### config.mk
export PLATFORM = sky130hd
export DESIGN_NAME = sys_bridge
export DESIGN_NICKNAME = d
export VERILOG_FILES = /design/src/rtl/bridge_pkg.sv /design/src/rtl/irq_ctrl.sv /design/src/rtl/sys_bridge.sv
export SDC_FILE = /design/constraint.sdc
export NUM_CORES = 1
export LEC_CHECK = 0
export ABC_CLOCK_PERIOD_IN_PS = 2220
export BUFFER_PORTS_ARGS = -buffer_cell sky130_fd_sc_hd__buf_4
export CAP_MARGIN = 15
export CORE_AREA = 2 2 108 110
export DETAILED_ROUTE_END_ITERATION = 10
export DIE_AREA = 0 0 110 112
export PLACE_DENSITY_LB_ADDON = 0.15
export SYNTH_ARGS = -nofsm -noshare
export SYNTH_HDL_FRONTEND = slang
export SYNTH_SLANG_ARGS = --single-unit
### constraint.sdc
create_clock -name clk -period 2.22 [get_ports clk]
set_input_delay 0.222 -clock clk [delete_from_list [all_inputs] [get_ports clk]]
set_output_delay 0.222 -clock clk [all_outputs]
set_load 0.05 [all_outputs]
### src/rtl/bridge_pkg.sv
// Shared constants and types for the CPU-to-device bridge: address map
// defaults, control register offsets and the request FSM encoding.
package bridge_pkg;

    localparam logic [31:0] BASE_DEFAULT     = 32'h0000_7F00;
    localparam logic [31:0] CTL_BASE_DEFAULT = 32'h0000_7FF0;
    localparam logic [31:0] SLOT_STRIDE      = 32'h0000_0010;
    localparam logic [31:0] SLOT_LAST        = 32'h0000_000C;
    localparam logic [31:0] PEND_OFS         = 32'h0000_0000;
    localparam logic [31:0] MASK_OFS         = 32'h0000_0004;

    typedef enum logic {
        IDLE = 1'b0,
        RESP = 1'b1
    } state_t;

    function automatic logic [31:0] slot_base(input logic [31:0] base, input int idx);
        return base + SLOT_STRIDE * 32'(idx);
    endfunction

endpackage

### src/rtl/irq_ctrl.sv
// Interrupt block: rising-edge detect on dev_irq, sticky PEND (W1C, set
// wins), MASK register and the masked hwint vector.
module irq_ctrl
    import bridge_pkg::*;
#(
    parameter int NSLV = 4
) (
    input  logic            clk,
    input  logic            reset,
    input  logic [NSLV-1:0] dev_irq,
    input  logic            pend_we,
    input  logic            mask_we,
    input  logic [NSLV-1:0] wd,
    output logic [NSLV-1:0] pend,
    output logic [NSLV-1:0] mask,
    output logic [7:2]      hwint
);

    logic [NSLV-1:0] irq_prev;
    logic            armed;
    logic [NSLV-1:0] irq_rise;
    logic [NSLV-1:0] pend_clr;

    // The first edge after reset only loads history, so a line already high
    // when reset releases is not mistaken for a fresh request.
    assign irq_rise = armed ? (dev_irq & ~irq_prev) : '0;
    assign pend_clr = pend_we ? wd : '0;

    // NOTE: state registers use non-blocking assignments so every flop
    // samples the pre-edge values of its neighbours.
    always_ff @(posedge clk or posedge reset) begin
        if (reset) begin
            irq_prev <= '0;
            armed    <= 1'b0;
            pend     <= '0;
            mask     <= '0;
        end else begin
            irq_prev <= dev_irq;
            armed    <= 1'b1;
            pend     <= (pend & ~pend_clr) | irq_rise;
            if (mask_we) begin
                mask <= wd;
            end
        end
    end

    // NOTE: defaulting every combinational output first prevents latches.
    always_comb begin
        hwint = '0;
        for (int i = 0; i < NSLV; i++) begin
            hwint[2+i] = pend[i] & mask[i];
        end
    end

endmodule

### src/rtl/sys_bridge.sv
// CPU-to-device bridge: decodes CPU accesses onto NSLV device slots plus two
// internal interrupt registers, answering each request one cycle later.
module sys_bridge
    import bridge_pkg::*;
#(
    parameter int          NSLV     = 4,
    parameter logic [31:0] BASE     = BASE_DEFAULT,
    parameter logic [31:0] CTL_BASE = CTL_BASE_DEFAULT
) (
    input  logic               clk,
    input  logic               reset,
    input  logic [31:0]        praddr,
    input  logic [31:0]        prwd,
    input  logic               wen,
    input  logic               ren,
    output logic [31:0]        prrd,
    output logic               pr_ready,
    output logic               pr_err,
    output logic [1:0]         dev_addr,
    output logic [31:0]        dev_wd,
    output logic [NSLV-1:0]    dev_we,
    input  logic [NSLV*32-1:0] dev_rd,
    input  logic [NSLV-1:0]    dev_irq,
    output logic [7:2]         hwint
);

    state_t          state, state_n;
    logic [NSLV-1:0] hit;
    logic [31:0]     rd_sel;
    logic [31:0]     rdata;
    logic            is_pend, is_mask, mapped, err;
    logic            accept, pend_we, mask_we;
    logic [NSLV-1:0] pend, mask;

    assign dev_addr = praddr[3:2];
    assign dev_wd   = prwd;

    always_comb begin
        hit    = '0;
        rd_sel = '0;
        for (int i = 0; i < NSLV; i++) begin
            if (praddr >= slot_base(BASE, i) && praddr <= slot_base(BASE, i) + SLOT_LAST) begin
                hit[i] = 1'b1;
                rd_sel = dev_rd[32*i +: 32];
            end
        end
    end

    assign is_pend = (praddr == CTL_BASE + PEND_OFS);
    assign is_mask = (praddr == CTL_BASE + MASK_OFS);
    assign mapped  = (|hit) | is_pend | is_mask;
    // A simultaneous read and write still performs the write, but flags it.
    assign err     = ~mapped | (wen & ren);

    always_comb begin
        rdata = '0;
        if (is_pend) begin
            rdata[NSLV-1:0] = pend;
        end else if (is_mask) begin
            rdata[NSLV-1:0] = mask;
        end else begin
            rdata = rd_sel;
        end
    end

    always_ff @(posedge clk or posedge reset) begin
        if (reset) begin
            state <= IDLE;
        end else begin
            state <= state_n;
        end
    end

    always_comb begin
        state_n = state;
        case (state)
            IDLE:    if (wen || ren) state_n = RESP;
            RESP:    state_n = IDLE;
            default: state_n = IDLE;
        endcase
    end

    always_comb begin
        accept  = (state == IDLE) && (wen || ren);
        dev_we  = (accept && wen) ? hit : '0;
        pend_we = accept && wen && is_pend;
        mask_we = accept && wen && is_mask;
    end

    always_ff @(posedge clk or posedge reset) begin
        if (reset) begin
            prrd     <= '0;
            pr_ready <= 1'b0;
            pr_err   <= 1'b0;
        end else begin
            pr_ready <= accept;
            if (accept) begin
                pr_err <= err;
                if (err) begin
                    prrd <= '0;
                end else if (ren) begin
                    prrd <= rdata;
                end
            end
        end
    end

    irq_ctrl #(
        .NSLV(NSLV)
    ) u_irq_ctrl (
        .clk     (clk),
        .reset   (reset),
        .dev_irq (dev_irq),
        .pend_we (pend_we),
        .mask_we (mask_we),
        .wd      (prwd[NSLV-1:0]),
        .pend    (pend),
        .mask    (mask),
        .hwint   (hwint)
    );

endmodule

==> results of run 1 <==
critical path: stages:
cell and delay (ns):
buf_4 0.12, nor4_4 0.32, nand4_4 0.20, a2111oi_4 0.47, buf_6 0.23, and2_1 0.14
buf_4 0.19
per-layer routing:
layer  GRT usage  wire [um]  vias to the layer above
met5           0          0                        -
met1       0.232       4760                     1568
met3      0.0445       1280                        6
met4      0.0329         63                        0
met2       0.333       6250                      186
li1            -          -                     1585
logic make-up (layout without fill, tap and decap cells):
| kind of cell | after synthesis | after routing |
|---|---|---|
| buffers and inverters | 67 | 273 |
| AND/OR/NAND/NOR | 65 | 65 |
| AO/OA/AOI/OAI | 90 | 90 |
| multiplexers | 36 | 36 |
| flip-flops | 47 | 47 |
| XOR/XNOR | 1 | 1 |
| other | 2 | 3 |
power breakdown:
| part | leakage, nW | switching (mW) | total (mW) | internal, mW |
|---|---|---|---|---|
| clock | 0.0679 | 0.298 | 0.715 | 0.416 |
| combinational | 1.76 | 0.208 | 0.495 | 0.287 |
| sequential | 0.617 | 0.00570 | 0.869 | 0.863 |
sequential cells by signal (all words and copies together), names as in the netlist:
signal,cells
pr_ready,1
u_irq_ctrl.pend,4
u_irq_ctrl.mask,4
prrd,32
u_irq_ctrl.armed,1
u_irq_ctrl.irq_prev,4
pr_err,1
through the flow:
step	power, mW	cells
after global placement	1.36	643
final	2.08	658
after floorplan	1.20	309
after global routing	2.19	658
after CTS	2.10	652
after detailed placement	1.37	643
cell usage in the layout (no fill, tap or decap), drive strengths merged, types with 3 or more instances in the layout:
cell / Yosys / final
a21oi: 8 / 8
nand4: 3 / 3
a22o: 10 / 10
clkbuf: 12 / 7
nor2: 6 / 6
nand3: 3 / 3
o21ai: 5 / 5
a31oi: 4 / 4
or3: 4 / 4
and2: 6 / 6
a32o: 3 / 3
buf: 45 / 254
mux2: 36 / 36
nor4: 7 / 7
o2bb2ai: 29 / 29
conb: 2 / 3
inv: 10 / 10
a222oi: 22 / 22
nor3: 3 / 3
dfrtp: 47 / 47
nand2: 20 / 20
layout make-up:
| class | count | share of cell area |
|---|---|---|
| inverters | 10 | 0.00707 |
| flip-flops and latches | 47 | 0.221 |
| clock inverters | 1 | 0.000942 |
| clock buffers | 7 | 0.0250 |
| repair buffers | 255 | 0.370 |
| multi-input cells | 195 | 0.342 |
| well taps | 143 | 0.0337 |
how the worst min path moves through the flow:
stage	start	end	slack [ns]	cells after the start
after floorplan	dev_irq[0]	u_irq_ctrl.irq_prev[0]	0.25	0
after global placement	reset	u_irq_ctrl.mask[0]	0.23	2
after detailed placement	reset	prrd[5]	0.23	2
after CTS	dev_irq[2]	u_irq_ctrl.irq_prev[2]	0.05	1
after global routing	dev_irq[0]	u_irq_ctrl.irq_prev[0]	0.05	1
final	dev_irq[2]	u_irq_ctrl.irq_prev[2]	0.06	1
timing repair:
| action | 4_1_cts | 5_1_grt |
|---|---|---|
| hold buffers | 1 | 0 |
| pin swaps | 0 | 4 |
| endpoints found under the setup margin | 3 | 32 |
| cloned | 0 | 1 |
| setup buffers | 0 | 5 |
| hold endpoints to repair | 15 | 0 |
| gates resized for setup | 2 | 5 |
==> reports/metrics.yaml, run 1 <==
status: "complete, no violations"
synth_compound_area_frac: 0.274
yosys.area_share.simple: 0.125
worst_clock_skew_ns: 0.00291
coreArea_um2: 11200
place_ws_ns: -0.239
synth_fa_ha_area_frac: 0
fp.dieH_um: 112
chipWidth_um: 110
vias_per_cell: 5.08
fin_setup_tns_ns: 0
synth_common_cells: "47 x dfrtp_1, 36 x buf_4, 36 x mux2_2"
finalHoldViolCount: 0
grt_use_total: 0.188
synth_area_um2: 3340
postSynth.asyncResetShare: 1.00
p_per_area_nw_per_um2: 391
arrival_ns: 1.89
antenna_found_initial: 0
synth_top_area_share: 0.352
worstPathRequired_ns: 2.00
hold_path.class: "in -> reg"
fin_nets: 714
worst_ir_drop_vdd_uv: 282
p_leak_nw: 2.45
yosysWarnings: 0
htreeDepth: 2
grt_first_pass_wirelength_mm: 17.9
ant_nets: 0
diodes: 0
yosysSeqAreaShare: 0.352
cp-end-kind: "output pin"
critPathLaunch: "praddr[27]"
min_period_ns: 2.11
multi_input_area_um2: 1820
fmax_mhz: 473
path_clk_slew_ns: 0.06
r2r_end: "u_irq_ctrl.mask[3]"
layout_setup_ws_ns: 0.107
rows: 39
cts_tree: "done"
path_class: "in -> out"
final_layout_size_suffix_gt1_frac: 0.641
drv_cap: 0
setup_violations: 0
synth_edf_count: 0
synth.most_common_cell: "dfrtp_1"
drt_iter0_markers: 204
placed_area_um2: 5070
endpoint: "dev_we[2]"
synth_cell_type_count: 47
final_area_um2: 5310
area_growth_pct: 59.0
drc: 0
clock-root-buffer: "clkbuf_16"
hold_slack_ns: 0.0557
io_buffers: 219
vias: 3345
grt_pass1_vias: 3416
ios: 278
ys_ff_latch: 47
r2r_slack_ns: 0.47
register_area_um2: 1180
clock_path_buffers: 2
die_area_um2: 12300
drt-total-wl_mm: 12.3
place.gp.congestion: 0.773
firstDrtPassIters: 5
cts_sinks: 47
reg2reg_depth: 4
slew_viol_final: 0
grt-ovfl-total: 0
post-route-period-util: 0.952
cts_buffers: 5
synth.largest_area_cell: "dfrtp_1"
hpwl_mm: 9.94
r2r-start: "pr_ready"
synth_top_flop_cell: "dfrtp_1"
synthXorXnorAreaFrac: 0.00262
wl_per_cell_um: 18.8
synth.mux.area_fraction: 0.121
rsz0062_at_grt: "no"
cp_max_fo: 10
netlist_instances: 308
fillCellCount: 1065
post-route-util: 0.475
synth_top_family_by_area: "compound AO/OA/AOI/OAI gates"
cp-start-kind: "input pin"
clkLatencyLatePin_ns: 0.28
synth_area_leaders: "dfrtp_1 35%, mux2_2 12%, o2bb2ai_2 9.0%, buf_4 8.1%, a222oi_1 6.6%"
syn_area_per_cell_um2: 10.8
start_util: 0.299
grt_max_degree: 31
(Power assumes the default switching activity.)
==> run 2: changes to the inputs <==
--- a/config.mk
+++ b/config.mk
@@ -11,7 +11,6 @@
 export CORE_AREA = 2 2 108 110
 export DETAILED_ROUTE_END_ITERATION = 10
 export DIE_AREA = 0 0 110 112
-export PLACE_DENSITY_LB_ADDON = 0.15
 export SYNTH_ARGS = -nofsm -noshare
 export SYNTH_HDL_FRONTEND = slang
 export SYNTH_SLANG_ARGS = --single-unit
==> reports/metrics.yaml, run 2 (same netlist as run 1, synthesis figures left out) <==
post-route-util: 0.470  # was 0.475
hold_slack_ns: 0.0564  # was 0.0557 ns
cts_sinks: 47  # unchanged
min-delay-start: "dev_irq[2]"  # unchanged
final_common_cell: "buf_4"  # unchanged
ant_nets: 0  # unchanged
io_buffers: 219  # unchanged
drt-total-wl_mm: 11.6  # was 12.3 mm
drc: 0  # unchanged
rows: 39  # unchanged
seq_power_share: 0.397  # was 0.418
start_util: 0.299  # unchanged
crit_chain: "buf_4 -> buf_4 -> nor3_1 -> o21ai_0 -> a211oi_4 -> buf_4 -> buf_4 -> and2_1 -> buf_4"  # was buf_4 -> nor4_4 -> nand4_4 -> a2111oi_4 -> buf_6 -> and2_1 -> buf_4
cpPeakStageDelay_ns: 0.27  # was 0.47 ns
firstDrtPassIters: 6  # was 5
clkLatencyLatePin_ns: 0.28  # about the same
r2r-start: "pr_ready"  # unchanged
min_period_ns: 2.14  # was 2.11 ns
p_leak_nw: 2.41  # was 2.45 nW
die_area_um2: 12300  # unchanged
dp.cells: 640  # was 643
wl_per_cell_um: 17.9  # was 18.8 um
whs_endpoint: "u_irq_ctrl.irq_prev[2]"  # unchanged
p_per_area_nw_per_um2: 416  # was 391 nW/um2
swShare: 0.235  # was 0.246
crit_slowest_cell: "a211oi_4"  # was a2111oi_4
clock_path_buffers: 2  # unchanged
fp.dieH_um: 112  # unchanged
worst_ir_drop_vdd_uv: 345  # was 282 uV
status: "complete, no violations"  # unchanged
fin_cells: 648  # was 658
cp-end-kind: "output pin"  # unchanged
tightestPinTransition_ns: 0.609
r2r_end: "u_irq_ctrl.mask[0]"  # was u_irq_ctrl.mask[3]
final_layout_size_suffix_gt1_frac: 0.638  # was 0.641
cp_max_fo: 17  # was 10
diodes: 0  # unchanged
htreeDepth: 2  # unchanged
slew_viol_final: 0  # unchanged
p_comb_frac: 0.223  # was 0.238
largest_reg_flops: 32  # unchanged
vias: 3327  # was 3,345
antenna_found_initial: 0  # unchanged
vias_per_cell: 5.13  # was 5.08
setup_violations: 0  # unchanged
hpwl_mm: 9.40  # was 9.94 mm
grt_max_degree: 48  # was 31
chipWidth_um: 110  # unchanged
grt_pass1_vias: 3598  # was 3,416
fmax_mhz: 468  # was 473 MHz
regMostFlops: "prrd"  # unchanged
p_clk_frac: 0.380  # was 0.344
post-route-period-util: 0.963  # was 0.952
worstPathRequired_ns: 2.00  # about the same
internal_power_mw: 1.67  # was 1.57 mW
coreArea_um2: 11200  # unchanged
path_clk_slew_ns: 0.06  # about the same
drt_iter0_markers: 198  # was 204
cp-start-kind: "input pin"  # unchanged
area_growth_pct: 57.4  # was 59.0%
cts_buffers: 5  # unchanged
cts_tree: "done"  # unchanged
final_cell_mix: "242 x buf_4, 47 x dfrtp_1, 36 x mux2_2"  # was 247 x buf_4, 47 x dfrtp_1, 36 x mux2_2
max-slew-margin-rel: 0.594
grt-ovfl-total: 0  # unchanged
grt_use_total: 0.186  # was 0.188
arrival_ns: 1.92  # was 1.89 ns
fin_nets: 705  # was 714
p_sw_mw: 0.513  # was 0.512 mW
finalHoldViolCount: 0  # unchanged
ios: 278  # unchanged
crit_top_cell: "buf_4"  # unchanged
hold_path.class: "in -> reg"  # unchanged
clock-root-buffer: "clkbuf_16"  # unchanged
drv_cap: 0  # unchanged
path_class: "in -> out"  # unchanged
grt_first_pass_wirelength_mm: 17.9  # about the same
reg2reg_depth: 4  # unchanged
r2r_slack_ns: 0.50  # was 0.47 ns
worst_clock_skew_ns: 0.00344  # was 0.00291 ns
hold_depth: 1  # unchanged
place.gp.congestion: 0.823  # was 0.773
fillCellCount: 1087  # was 1,065
[run 2: cell types whose count changed in the layout (fill, tap and decap cells not counted), sizes merged]
cell and change:
buf -8, bufinv +1, clkbuf -1, clkinv -1, dlygate4sd3 -1
[run 2: repair_timing]
item | in CTS | in global routing
resized for setup | 0 | 5
hold buffers | 0 | 0
setup endpoints to repair | 0 | 2
buffers inserted | 0 | 1
endpoints found under the hold margin | 0 | 0
[run 2: layer usage]
metal,up-vias,share of wire,global-route usage
met4,0,0.028,0.0641
li1,1557,-,-
met5,-,0,0
met1,1575,0.38,0.217
met3,30,0.079,0.0369
met2,165,0.52,0.333
[run 2: per-stage QoR]
| stage | worst slack (ns) | setup TNS [ns] | power [mW] | cell area [um2] |
|---|---|---|---|---|
| 2_1_floorplan | 0.0258 | 0 | 1.20 | 3350 |
| 3_3_place_gp | -0.0902 | -2.37 | 1.36 | 5050 |
| 3_5_place_dp | -0.196 | -4.46 | 1.37 | 5050 |
| 4_1_cts | 0.000543 | 0 | 2.21 | 5210 |
| 5_1_grt | -0.000501 | -0.000501 | 2.29 | 5260 |
| 6_report | 0.0823 | 0 | 2.19 | 5260 |
[run 2: worst max path at each step]
stage / slack (ns) / cells past startpoint / endpoint / startpoint
global placement: -0.09 / 8 / prrd[5] / praddr[19]
global route: -0.0005 / 8 / dev_we[3] / praddr[19]
floorplan: 0.03 / 9 / prrd[28] / praddr[2]
detailed placement: -0.20 / 8 / prrd[4] / praddr[19]
finish: 0.08 / 9 / dev_we[3] / praddr[15]
CTS: 0.0005 / 7 / dev_we[2] / praddr[19]
[run 2: critical path, delay by kind of cell]
kind	cells	cell delay [ns]
AOI/OAI and AO/OA	2	0.48
buffers and inverters	5	0.82
and+or+nand+nor	2	0.39
[run 2: area by class of cell]
cell class	instances	area, um2	area share
clock buffer	6	129	0.0245
clock inverter	1	30.0	0.00571
inverter	10	37.5	0.00714
multi-input combinational	195	1820	0.346
sequential	47	1180	0.224
tap	143	179	0.0340
timing repair buffer	246	1890	0.359
[run 2: power groups by stage]
stage | Sequential, mW | Clock, mW | Combinational, mW
detailed placement | 0.885 | 0 | 0.485
finish | 0.869 | 0.830 | 0.488
CTS | 0.869 | 0.855 | 0.485
global placement | 0.885 | 0 | 0.475
floorplan | 0.891 | 0 | 0.312
global route | 0.869 | 0.892 | 0.527
